$ cat src/rtl/hqm_iosf_hs_src_driver_if.sv
// Source-side view of the level-valid/pulse-ready handshake: held request level,
// its data word, and the one-cycle completion pulse returned by the partner.
interface hqm_iosf_hs_src_driver_if #(
    parameter int WIDTH = 32
);
    logic             val_src;
    logic [WIDTH-1:0] dat_src;
    logic             rdy_src;

    modport master (
        output val_src,
        output dat_src,
        input  rdy_src
    );

    modport slave (
        input  val_src,
        input  dat_src,
        output rdy_src
    );
endinterface

$ cat src/rtl/hqm_iosf_hs_src_driver.sv
// Source-domain driver: queues a valid/ready stream and presents one entry at a
// time as a held val_src level, retiring it on the rdy_src pulse.
module hqm_iosf_hs_src_driver #(
    parameter int WIDTH       = 32,
    parameter int DEPTH       = 4,
    parameter int GAP_CYC     = 1,
    parameter int TIMEOUT_CYC = 1024
) (
    input  logic                     clk,
    input  logic                     rst_n,
    input  logic                     in_valid,
    input  logic [WIDTH-1:0]         in_data,
    output logic                     in_ready,
    hqm_iosf_hs_src_driver_if.master hs,
    input  logic                     err_clr,
    output logic                     err_timeout,
    output logic                     err_spurious,
    output logic [$clog2(DEPTH):0]   fifo_cnt,
    output logic [15:0]              xfer_cnt
);
    localparam int AW = $clog2(DEPTH);
    localparam int CW = AW + 1;
    localparam int TW = $clog2(TIMEOUT_CYC + 1);
    localparam int GW = $clog2(GAP_CYC + 1);

    localparam logic [1:0] ST_IDLE = 2'd0;
    localparam logic [1:0] ST_REQ  = 2'd1;
    localparam logic [1:0] ST_GAP  = 2'd2;

    logic [1:0]       state;
    logic [AW-1:0]    wr_ptr;
    logic [AW-1:0]    rd_ptr;
    logic [TW-1:0]    to_cnt;
    logic [GW-1:0]    gap_cnt;
    logic             val_q;
    logic [WIDTH-1:0] dat_q;
    logic [WIDTH-1:0] mem [DEPTH];

    logic push;
    logic pop;
    logic timeout_hit;
    logic spurious_hit;

    assign in_ready     = (fifo_cnt != CW'(DEPTH));
    assign push         = in_valid && in_ready;
    assign pop          = (state == ST_REQ) && hs.rdy_src;
    assign timeout_hit  = (state == ST_REQ) && !hs.rdy_src && (to_cnt == TW'(TIMEOUT_CYC - 1));
    assign spurious_hit = (state != ST_REQ) && hs.rdy_src;

    assign hs.val_src = val_q;
    assign hs.dat_src = dat_q;

    // NOTE: storage has no reset; occupancy and pointers alone define validity,
    // and leaving it out keeps the array mappable to plain RAM.
    always_ff @(posedge clk) begin
        if (push) mem[wr_ptr] <= in_data;
    end

    // NOTE: every sequential assignment is non-blocking so all registers
    // update from the same pre-edge values regardless of statement order.
    always_ff @(posedge clk or negedge rst_n) begin
        if (!rst_n) begin
            wr_ptr   <= '0;
            rd_ptr   <= '0;
            fifo_cnt <= '0;
            xfer_cnt <= '0;
        end else begin
            if (push) wr_ptr <= wr_ptr + AW'(1);
            if (pop)  rd_ptr <= rd_ptr + AW'(1);
            case ({push, pop})
                2'b10:   fifo_cnt <= fifo_cnt + CW'(1);
                2'b01:   fifo_cnt <= fifo_cnt - CW'(1);
                default: fifo_cnt <= fifo_cnt;
            endcase
            if (pop) xfer_cnt <= xfer_cnt + 16'd1;
        end
    end

    // The request is never abandoned once raised: the partner may already be
    // carrying it across the clock boundary, so timeout only flags.
    always_ff @(posedge clk or negedge rst_n) begin
        if (!rst_n) begin
            state   <= ST_IDLE;
            val_q   <= 1'b0;
            dat_q   <= '0;
            to_cnt  <= '0;
            gap_cnt <= '0;
        end else begin
            case (state)
                ST_IDLE: begin
                    to_cnt <= '0;
                    if (fifo_cnt != '0) begin
                        state <= ST_REQ;
                        val_q <= 1'b1;
                        dat_q <= mem[rd_ptr];
                    end
                end
                ST_REQ: begin
                    if (hs.rdy_src) begin
                        state   <= ST_GAP;
                        val_q   <= 1'b0;
                        to_cnt  <= '0;
                        gap_cnt <= '0;
                    end else if (to_cnt != TW'(TIMEOUT_CYC)) begin
                        to_cnt <= to_cnt + TW'(1);
                    end
                end
                ST_GAP: begin
                    if (gap_cnt == GW'(GAP_CYC - 1)) state <= ST_IDLE;
                    else                              gap_cnt <= gap_cnt + GW'(1);
                end
                default: begin
                    state <= ST_IDLE;
                    val_q <= 1'b0;
                end
            endcase
        end
    end

    // Sticky flags: a setting event in the same cycle as err_clr wins.
    always_ff @(posedge clk or negedge rst_n) begin
        if (!rst_n) begin
            err_timeout  <= 1'b0;
            err_spurious <= 1'b0;
        end else begin
            if (timeout_hit)  err_timeout <= 1'b1;
            else if (err_clr) err_timeout <= 1'b0;
            if (spurious_hit) err_spurious <= 1'b1;
            else if (err_clr) err_spurious <= 1'b0;
        end
    end
endmodule
$ cat src/flat_wrapper.sv
// flat-port wrapper written by rule: the top's interface ports become plain ports
module hqm_iosf_hs_src_driver_flat 
#(
    parameter int WIDTH       = 32,
    parameter int DEPTH       = 4,
    parameter int GAP_CYC     = 1,
    parameter int TIMEOUT_CYC = 1024
)
  (clk, rst_n, in_valid, in_data, in_ready, err_clr, err_timeout, err_spurious, fifo_cnt, xfer_cnt, hs_val_src, hs_dat_src, hs_rdy_src);
  hqm_iosf_hs_src_driver_if #(.WIDTH(WIDTH)) hs_i ();
  input  logic clk;
  input  logic rst_n;
  input  logic in_valid;
  input  logic [WIDTH-1:0] in_data;
  output logic in_ready;
  input  logic err_clr;
  output logic err_timeout;
  output logic err_spurious;
  output logic [$clog2(DEPTH):0] fifo_cnt;
  output logic [15:0] xfer_cnt;
  output wire logic [$bits(hs_i.val_src)-1:0] hs_val_src;
  output wire logic [$bits(hs_i.dat_src)-1:0] hs_dat_src;
  input wire logic [$bits(hs_i.rdy_src)-1:0] hs_rdy_src;
  assign hs_val_src = hs_i.val_src;
  assign hs_dat_src = hs_i.dat_src;
  assign hs_i.rdy_src = hs_rdy_src;
  hqm_iosf_hs_src_driver #(.WIDTH(WIDTH), .DEPTH(DEPTH), .GAP_CYC(GAP_CYC), .TIMEOUT_CYC(TIMEOUT_CYC)) u_core (.clk(clk), .rst_n(rst_n), .in_valid(in_valid), .in_data(in_data), .in_ready(in_ready), .hs(hs_i), .err_clr(err_clr), .err_timeout(err_timeout), .err_spurious(err_spurious), .fifo_cnt(fifo_cnt), .xfer_cnt(xfer_cnt));
endmodule
$ cat config.mk
export PLATFORM = sky130hd
export DESIGN_NAME = hqm_iosf_hs_src_driver_flat
export DESIGN_NICKNAME = d
export VERILOG_FILES = /design/src/rtl/hqm_iosf_hs_src_driver_if.sv /design/src/rtl/hqm_iosf_hs_src_driver.sv /design/src/flat_wrapper.sv
export SDC_FILE = /design/constraint.sdc
export NUM_CORES = 1
export LEC_CHECK = 0
export CAP_MARGIN = 15
export CORE_MARGIN = 3
export CORE_UTILIZATION = 55
export DETAILED_ROUTE_END_ITERATION = 12
export PLACE_DENSITY = 0.91
export SLEW_MARGIN = 20
export SYNTH_ARGS = -nofsm -noshare
export SYNTH_HDL_FRONTEND = slang
export SYNTH_SLANG_ARGS = --single-unit
$ cat constraint.sdc
create_clock -name clk -period 5.3 [get_ports clk]
set_clock_uncertainty 0.15 [all_clocks]
set_input_delay 1.06 -clock clk [delete_from_list [all_inputs] [get_ports clk]]
set_output_delay 1.06 -clock clk [all_outputs]
set_load 0.005 [all_outputs]
==> results.yml <==
worst_setup_path:
  cp.depth: 9
  path_max_fanout: 11
  slowest_delay_ns: 0.52
  path_class: "primary input to flop"
  r2r_cells: 8
  critPathArrivalTime_ns: 3.29
  crit_chain: "clkdlybuf4s50_1 > nand3b_1 > inv_1 > ha_1 > inv_1 > fa_1 > xor2_1 > nor2_1 > xor2_1"
  worstPathRequired_ns: 5.49
  path_delay_family: "buffers and inverters"
  crit_slowest_cell: "clkdlybuf4s50_1"
  end_kind: "flop"
  path_buf_inv: 3
  startpoint_type: "primary input"
sta:
  period_needed_ns: 3.10
  period_share_pct: 58.4
  worst_pin_slew_ns: 0.922
  setup_violations: 0
  finalHoldViolations: 0
  relSlewSlack_pct: 38.5
  max_freq_ghz: 0.323
  hold_ws_ns: 0.327
  tns_ns: 0
  rsz0062_at_grt: "false"
  maxSlewViolCount: 0
clocking:
  hold_buffers: 0
  cts_inserted_buffers: 17
  clk_latency_ns: 0.42
  post_cts_buffers: 0
  cts_tree: "yes"
  cts_root_buf: "clkbuf_16"
  htreeDepth: 4
  cts_max_path_buffers: 2
  cts-resized-gates: 0
  cts.sinks: 199
  clk_pin_slew_ns: 0.07
global_routing:
  grt_pass1_wl_um: 22900
  grt_pass1_vias: 4260
  track_usage_pct: 19.0
  antenna_found_initial: 0
  grt-ovfl-total: 0
  grt_max_degree: 72
yosys:
  synth_area_leaders: "edfxtp_1 50%, dfrtp_1 23%, mux4_2 9.3%"
  synthCells: 426
  yosys.area.top_type: "edfxtp_1"
  yosys_warnings: 0
  synth_area_per_cell_um2: 18.2
  synth_seq_cells: 199
  yosysTopAreaCellShare_pct: 49.6
  syn_nets: 472
  ys_types: 42
  synth-async-reset-ratio_pct: 35.7
  synth_commonest_cells: "128 x edfxtp_1, 71 x dfrtp_1, 33 x mux2_2"
  synth-edff-count: 128
  ys_seq_area_share_pct: 72.5
  synth_flop_cell: "edfxtp_1"
  synthesis.area_mm2: 0.00775
  yosysMostFrequentCell: "edfxtp_1"
routing:
  dr.pass1.iters: 4
  drtAntennaViolNets: 0
  drc: 0
  vias_per_cell: 5.67
  wire_per_inst_um: 19.6
  vias: 4010
  drt_first_iter_violations: 401
  wl_um: 13900
floorplanning:
  die_width_um: 125
  die_height_um: 125
  rows: 42
  initial_core_util_pct: 57.4
  die_area_mm2: 0.0156
  io_pins: 92
  core_mm2: 0.0135
pwr:
  ir_worst_vdd_uv: 355
  p_per_area_mw_per_mm2: 539
  p_leak_nw: 3.45
finish:
  fin_util_pct: 69.5
  areaGrowthSynthToFinish_pct: 21.1
  layout.nets: 565
  drive_above_1_share_pct: 20.0
  finalNonFillerCells: 707
  antennaDiodeCount: 0
placed_design:
  gp_congestion: 0.809
  place_inst: 676
  post-dp-hpwl_um: 8620
  port_buffers: 91
min_path:
  min_path_cells: 1
  hold_class: "flop to flop"
job:
  drv_cap: 0
run_status:
  outcome: "complete, no violations"
-- layer usage --
layer / routed length (µm) / global-route usage [%] / part of all wire [%] / vias to the layer above
met5: 0 / 0 / 0 / -
met1: 5820 / 25.0 / 42 / 2038
met4: 158 / 5.42 / 1.1 / 0
met3: 870 / 5.79 / 6.3 / 14
met2: 7040 / 30.9 / 51 / 138
li1: - / - / - / 1820
-- worst reg2reg max path, cell delays in order, from the launching register on --
cell and delay (ns):
dfrtp_1 0.44, nand3b_1 0.43, inv_1 0.29, ha_1 0.22, inv_1 0.06, fa_1 0.37
xor2_1 0.15, nor2_1 0.11, xor2_1 0.16
-- cell type report --
class                      instances  area [µm²]
clock buffer                      22         454
clock inverter                     9         119
fill                             801        4120
inverter                          16        60.1
multi-input combinational        192        1990
sequential                       199        5620
tap                              176         220
timing repair buffer              93         923
-- kinds of logic after synthesis --
kind of cell / count (synthesis) / share of synthesized area [%]
buffers and inverters: 35 / 2.05
DFF: 199 / 72.5
and+or+nand+nor: 64 / 4.31
muxes: 66 / 14.2
xor gates and xnor gates: 22 / 2.49
adders and majority gates: 9 / 1.55
AOI/OAI and AO/OA: 31 / 2.87
-- through the flow --
step	setup WS [ns]	power (W)	cell area, µm²
CTS	2.22	0.00513	9390
global route	2.07	0.00533	9390
detailed placement	1.77	0.00387	8810
finish	2.20	0.00506	9390
global placement	1.89	0.00379	8810
floorplan	2.60	0.00320	7750
-- path summary, 6_finish.rpt --
check	start	to	slack (ns)
min in group asynchronous	rst_n	u_core.err_timeout	0.63
worst min-delay path	u_core.xfer_cnt[15]	u_core.xfer_cnt[15]	0.33
worst min register to register	u_core.xfer_cnt[15]	u_core.xfer_cnt[15]	0.33
worst max register to register	u_core.state[1]	u_core.fifo_cnt[2]	2.84
max in group asynchronous	rst_n	u_core.rd_ptr[1]	3.74
worst max-delay path	hs_rdy_src	u_core.fifo_cnt[2]	2.20
-- state kept, by name (all words and copies together), names as in the netlist --
signal / cells
u_core.mem: 128
u_core.hs.dat_src: 32
u_core.xfer_cnt: 16
u_core.to_cnt: 11
u_core.fifo_cnt: 3
u_core.rd_ptr: 2
u_core.state: 2
u_core.wr_ptr: 2
u_core.err_spurious: 1
u_core.err_timeout: 1
u_core.hs.val_src: 1
-- cell usage in the layout (no fill, tap or decap), types with 6 or more instances in the layout --
cell,n
dfrtp_1,69
xor2_1,8
edfxtp_1,128
xnor2_1,14
mux4_2,32
clkbuf_16,17
o21ai_1,10
mux2_2,33
ha_1,8
nor2_1,7
inv_1,16
nand3_1,9
nand2_1,21
o21ai_0,6
clkdlybuf4s50_1,90
-- report_power, final --
part	internal [W]	switching, W	total (W)
logic	0.000869	0.000600	0.00147
clock network	0.000712	0.000534	0.00125
registers	0.00208	0.000266	0.00235
(Power assumes the default switching activity.)
==> patch 1, RTL diff (config.mk and constraints unchanged) <==
`WIDTH` is set to 32 in 3 places; all go to 64.
--- a/src/rtl/hqm_iosf_hs_src_driver_if.sv
+++ b/src/rtl/hqm_iosf_hs_src_driver_if.sv
@@ -1,7 +1,7 @@
 // Source-side view of the level-valid/pulse-ready handshake: held request level,
 // its data word, and the one-cycle completion pulse returned by the partner.
 interface hqm_iosf_hs_src_driver_if #(
-    parameter int WIDTH = 32
+    parameter int WIDTH = 64
 );
     logic             val_src;
     logic [WIDTH-1:0] dat_src;
--- a/src/rtl/hqm_iosf_hs_src_driver.sv
+++ b/src/rtl/hqm_iosf_hs_src_driver.sv
@@ -1,7 +1,7 @@
 // Source-domain driver: queues a valid/ready stream and presents one entry at a
 // time as a held val_src level, retiring it on the rdy_src pulse.
 module hqm_iosf_hs_src_driver #(
-    parameter int WIDTH       = 32,
+    parameter int WIDTH       = 64,
     parameter int DEPTH       = 4,
     parameter int GAP_CYC     = 1,
     parameter int TIMEOUT_CYC = 1024
--- a/src/flat_wrapper.sv
+++ b/src/flat_wrapper.sv
@@ -1,7 +1,7 @@
 // flat-port wrapper written by rule: the top's interface ports become plain ports
 module hqm_iosf_hs_src_driver_flat 
 #(
-    parameter int WIDTH       = 32,
+    parameter int WIDTH       = 64,
     parameter int DEPTH       = 4,
     parameter int GAP_CYC     = 1,
     parameter int TIMEOUT_CYC = 1024
Interface: changed (resized hs_dat_src and in_data); port bits go from 92 to 156. The function was not compared with the original's and may differ.
==> patch 1 against the original RTL <==
  * Setup slack improved by 19 ps
  * Final area rose by 76%
  * Die area rose by 71%
  * Area after synthesis rose by 75%
  * First-iteration DRC count rose by 69%
  * Power rose by 82%
  * Sequential cell count rose by 160
  * Wire length rose by 85%
  * Critical endpoint is now in_ready
  * Largest power group unchanged
==> patch 1: results (changes against the original RTL) <==
Detailed routing
  – Via count normalized by instance count: 5.73 (+0.96%)
  – Met1 wire length: 10.3 mm (+77%)
  – TritonRoute pass-1 iters: 5 (+1)
  – Detailed router's first-iteration violation count: 676 (+69%)
  – Per-cell routed wire length: 21.9 µm (+12%)
  – Top layer reached by signal wires: met5
  – Total met2 wirelength after detailed routing: 13.2 mm (+87%)
  – Met3 routed WL: 1.54 mm (+77%)

Finish
  – Total Nets Final: 904 (+60%)
  – Flip-flop count of the largest register after layout: 256 (+100%)
  – Share of post-route cells with drive strength above 1: 22.7% (+2.7 points)
  – Register ranked first by flip-flop count: u_core.mem

Clock network
  – Clock-pin slew on the worst setup and hold paths: 60 ps
  – Worst skew pair latency: 500 ps (+80 ps)
  – CTS Buffer Depth: 3 (+1)
  – Number of clock buffers inserted by TritonCTS: 35 (+18)
  – CTS H-Tree Depth: 2 (-2)
  – Postcts setup bufs: 0 (unchanged)

Logic synthesis
  – Share of synthesized registers carrying an async set or reset: 28.7% (-7.0 points)
  – XOR/XNOR share of the synthesized area: 1.42% (-1.1 points)
  – Number of enable-type register cells in the synthesized netlist: 256 (+100%)
  – Number of different library cells in the post-synthesis netlist: 37 (-12%)
  – Most used DFF post-synth: sky130_fd_sc_hd__edfxtp_1
  – Largest cells by area after synthesis: sky130_fd_sc_hd__edfxtp_1, sky130_fd_sc_hd__dfrtp_1, sky130_fd_sc_hd__mux4_2
  – Register area share after synthesis: 75.7% (+3.2 points)
  – Commonest cells in the synthesized netlist: sky130_fd_sc_hd__edfxtp_1, sky130_fd_sc_hd__dfrtp_1, sky130_fd_sc_hd__mux2_2, sky130_fd_sc_hd__mux4_2
  – Synth Net Count: 734 (+56%)
  – Area fraction in compound gates after synthesis: 1.10% (-1.8 points)
  – Adder-cell share of the synthesized area: 0.886% (-0.66 points)
  – Multiplexer fraction of the synthesized cell area: 16.1% (+1.9 points)

Setup path
  – Worst Path Max Fanout: 6 (-5)
  – R2R cell count: 3 (-5)
  – Arrival time of the worst setup path: 1870 ps (-1420 ps)
  – Setup slack of the worst register-to-register path: 2570 ps (-270 ps)
  – Worst r2r dst: u_core.hs.dat_src[63]
  – FF-to-FF Start: u_core.rd_ptr[0]

Placement
  – Number of buffer cells added on primary ports: 155 (+70%)
  – Post-DP HPWL: 14.9 mm (+72%)
  – Global placer's final weighted congestion: 0.829 (+2.5%)

Power and ir drop
  – Leakage power of the design: 0.00588 µW (+71%)
  – VDD IR max: 0.547 mV (+54%)
  – Fraction of power spent switching nets: 27.3% (-0.38 points)

Min path
  – Hold/Removal Path Class: flop to flop
  – Hold path startpoint: u_core.xfer_cnt[15]
  – End point of the worst hold path: u_core.xfer_cnt[15]

Timing
  – Post-route worst hold slack: 323 ps (-3.01 ps)
  – Headroom to the max-slew limit: 29.7% (-8.8 points)

GRT
  – Maximum number of pins on one net before global-route repair: 69 (-4.2%)
  – Vias in the first global route: 7344 (+72%)
  – Initial antenna violation count: 1 (+1)
  – Global-route wire length before repair: 40.9 mm (+79%)
  – GRT Resource Usage Total: 20.0% (+1.0 points)

Outcome
  – Result of the run: finished clean
patch 1: cell count changes in the layout (fill, tap and decap cells not counted), sizes merged, moves of 22 or more:
cell / delta
clkbuf: +22
clkdlybuf4s50: +64
dfrtp: +32
edfxtp: +128
mux2: +32
mux4: +32
patch 1: logic make-up after synthesis:
kind of cell	Yosys count
buffers and inverters	38
xor gates and xnor gates	22
AOI/OAI and AO/OA	26
muxes	130
and+or+nand+nor	72
DFF	359
adders and majority gates	9
patch 1: final cells by class:
cell class                      count  area (µm²)
Antenna cell                        1        2.50
Fill cell                        1514        7340
Multi-Input combinational cell    259        3090
Clock inverter                     19         128
Clock buffer                       44         971
Timing Repair Buffer              157        1560
Tap cell                          319         399
Inverter                           14        52.6
Sequential cell                   359       10300
patch 1: worst max-delay path by stage:
stage	from	endpoint	slack, ps	cells after the start
after floorplan	in_valid	u_core.mem[0][0]	2120	1
after global placement	hs_rdy_src	u_core.fifo_cnt[2]	2040	9
after detailed placement	hs_rdy_src	u_core.fifo_cnt[2]	1980	9
after CTS	u_core.fifo_cnt[0]	in_ready	2200	3
after global routing	u_core.fifo_cnt[0]	in_ready	2140	3
final	u_core.fifo_cnt[0]	in_ready	2220	3
patch 1: through the flow:
step | std cells | util [%] | power [µW] | instance area, µm² | worst slack [ps]
final | 1172 | 69.2 | 9230 | 16500 | 2220
after global routing | 1171 | 69.2 | 9700 | 16500 | 2140
after CTS | 1171 | 69.2 | 9360 | 16500 | 2200
after detailed placement | 1108 | 64.5 | 6970 | 15400 | 1980
after global placement | 1108 | 64.5 | 6850 | 15400 | 2040
after floorplan | 656 | - | 5860 | 13600 | 2120
patch 1: critical path, stage by stage (launching register included):
cell and delay (ps):
sky130_fd_sc_hd__dfrtp_1 410, sky130_fd_sc_hd__inv_1 100, sky130_fd_sc_hd__nand3_1 290, sky130_fd_sc_hd__clkdlybuf4s50_1 570
patch 1: metal layers:
| metal | vias up | GRT usage [%] |
|---|---|---|
| met4 | 2 | 5.81 |
| met2 | 240 | 33.9 |
| met1 | 3471 | 26.7 |
| li1 | 2938 | - |
| met3 | 60 | 4.24 |
| met5 | - | 0 |
patch 1: power by group through the flow:
| stage | Sequential, µW | Clock (µW) | Combinational, µW |
|---|---|---|---|
| 6_report | 4340 | 2340 | 2550 |
| 5_1_grt | 4440 | 2500 | 2760 |
| 4_1_cts | 4360 | 2390 | 2610 |
| 3_5_place_dp | 4390 | 0 | 2580 |
| 3_3_place_gp | 4350 | 0 | 2500 |
| 2_1_floorplan | 4110 | 0 | 1750 |
==> patch 2, RTL diff (same flow settings) <==
Without the edit above. Register the output `err_timeout` once more, with the module's reset; this adds one clock of latency there. The other outputs are not delayed to match.
--- a/src/rtl/hqm_iosf_hs_src_driver.sv
+++ b/src/rtl/hqm_iosf_hs_src_driver.sv
@@ -26,6 +26,8 @@
     localparam logic [1:0] ST_IDLE = 2'd0;
     localparam logic [1:0] ST_REQ  = 2'd1;
     localparam logic [1:0] ST_GAP  = 2'd2;
+
+    logic err_timeout_s0;
 
     logic [1:0]       state;
     logic [AW-1:0]    wr_ptr;
@@ -120,13 +122,21 @@
     // Sticky flags: a setting event in the same cycle as err_clr wins.
     always_ff @(posedge clk or negedge rst_n) begin
         if (!rst_n) begin
-            err_timeout  <= 1'b0;
+            err_timeout_s0 <= 1'b0;
             err_spurious <= 1'b0;
         end else begin
-            if (timeout_hit)  err_timeout <= 1'b1;
-            else if (err_clr) err_timeout <= 1'b0;
+            if (timeout_hit)  err_timeout_s0 <= 1'b1;
+            else if (err_clr) err_timeout_s0 <= 1'b0;
             if (spurious_hit) err_spurious <= 1'b1;
             else if (err_clr) err_spurious <= 1'b0;
         end
     end
+    always_ff @(posedge clk or negedge rst_n) begin
+        if (!rst_n) begin
+            err_timeout <= '0;
+        end else begin
+            err_timeout <= err_timeout_s0;
+        end
+    end
+
 endmodule
Check against the original RTL: same outputs for any inputs over 10 cycles, from zero or initial values and one cycle with rst_n low; that may be too few to reach the edited logic, so the function may still have changed.
==> patch 2 against the original RTL <==
  * Count of clock-buffer cells in the layout down 5
  * Power up 2.1%
  * Utilization up 0.34 points
  * Final area up 0.49%
  * Die area down 0.18%
  * Final cell count up 0.71%
  * Wire length up 8.4%
  * Register-to-register slack better by 30 ps
  * Critical endpoint unchanged
  * Setup slack better by 200 ps
  * Sequential cell count up 1
  * Sequential share of layout area about the same
  * Area after synthesis down 0.19%
==> patch 2: results (changes against the original RTL) <==
Placement
  – Post-DP HPWL: 9.45 mm (+9.6%)
  – Global placer's final weighted congestion: 0.837 (+3.5%)
  – Dpl ws: 1960 ps (+186 ps)
  – Instance area after placement: 0.00882 mm² (about the same)
  – Number of placed instances, taps included: 680 (+0.59%)

Setup path
  – Worst Path Max Fanout: 9 (-2)
  – Setup slack of the worst register-to-register path: 2870 ps (+30 ps)

Finish
  – Share of post-route cells with drive strength above 1: 20.3% (+0.37 points)
  – Fill cell total of the finished layout: 822 (+2.6%)
  – Final instance count without filler cells: 712 (+0.71%)
  – Total Nets Final: 569 (+0.71%)

Logic synthesis
  – Commonest cells in the synthesized netlist: sky130_fd_sc_hd__edfxtp_1, sky130_fd_sc_hd__dfrtp_1, sky130_fd_sc_hd__mux2_2, sky130_fd_sc_hd__mux4_2, sky130_fd_sc_hd__inv_1
  – Share of synthesized registers carrying an async set or reset: 36.0% (+0.32 points)
  – Synth Instances: 427 (+0.23%)
  – Synth Net Count: 473 (+0.21%)
  – Largest cells by area after synthesis: sky130_fd_sc_hd__edfxtp_1, sky130_fd_sc_hd__dfrtp_1, sky130_fd_sc_hd__mux4_2

Detailed routing
  – Total vias in the final route: 4124 (+2.8%)
  – Detailed router's first-iteration violation count: 443 (+10%)
  – Met1 wire length: 5.85 mm (+0.67%)
  – Met3 routed WL: 985 µm (+13%)
  – Per-cell routed wire length: 21.1 µm (+7.6%)

GRT
  – Vias in the first global route: 4340 (+1.9%)
  – Global-route track usage on met1: 24.8% (-0.20 points)
  – Global-route wire length before repair: 23.8 mm (+4.2%)
  – Met2 GRT Util: 34.4% (+3.4 points)
  – Maximum number of pins on one net before global-route repair: 73 (+1.4%)
  – GRT Resource Usage Total: 20.3% (+1.3 points)

Timing
  – Actual slew at the worst max-slew pin: 940 ps (+17.3 ps)
  – Post-route worst hold slack: 235 ps (-91.3 ps)

Min path
  – Hold path startpoint: u_core.err_timeout_s0
  – End point of the worst hold path: u_core.err_timeout

Outcome
  – Result of the run: finished clean

Power and ir drop
  – VDD IR max: 0.486 mV (+37%)
## patch 2: changes by cell type after synthesis, moves of 4 or more
cell / delta
sky130_fd_sc_hd__o21ai_1: -10
sky130_fd_sc_hd__nand2_1: -7
sky130_fd_sc_hd__o21ai_0: +7
sky130_fd_sc_hd__nand4_1: +5
sky130_fd_sc_hd__inv_1: +4
## patch 2: how the worst max path moves through the flow
stage / from / to / slack, ps
5_1_grt: hs_rdy_src / u_core.fifo_cnt[2] / 2280
6_report: hs_rdy_src / u_core.fifo_cnt[2] / 2400
3_5_place_dp: hs_rdy_src / u_core.fifo_cnt[2] / 1960
2_1_floorplan: hs_rdy_src / u_core.fifo_cnt[2] / 2720
4_1_cts: u_core.fifo_cnt[0] / in_ready / 2380
3_3_place_gp: hs_rdy_src / u_core.fifo_cnt[2] / 2050
## patch 2: cell type report
class                           instances  area [µm²]  share of cell area (%)
Clock buffer                           17         425                    4.51
Clock inverter                         15         190                    2.02
Inverter                               20        75.1                   0.796
Multi-Input combinational cell        192        1960                    20.8
Sequential cell                       200        5650                    59.9
Tap cell                              176         220                    2.33
Timing Repair Buffer                   92         916                    9.71
## patch 2: power by group
| group | switching, µW | leakage (µW) | internal [µW] | total [µW] |
|---|---|---|---|---|
| registers | 255 | 0.00206 | 2090 | 2340 |
| clock network | 573 | 0.000299 | 754 | 1330 |
| logic | 633 | 0.00112 | 865 | 1500 |
## patch 2: logic make-up after synthesis
family                     count (synthesis)  synth area share, %
buffers and inverters                     35                 1.80
DFF                                      200                 73.0
adders and majority gates                  9                 1.55
muxes                                     66                 14.2
xor gates and xnor gates                  21                 2.38
AOI/OAI and AO/OA                         26                 1.96
and+or+nand+nor                           70                 5.09
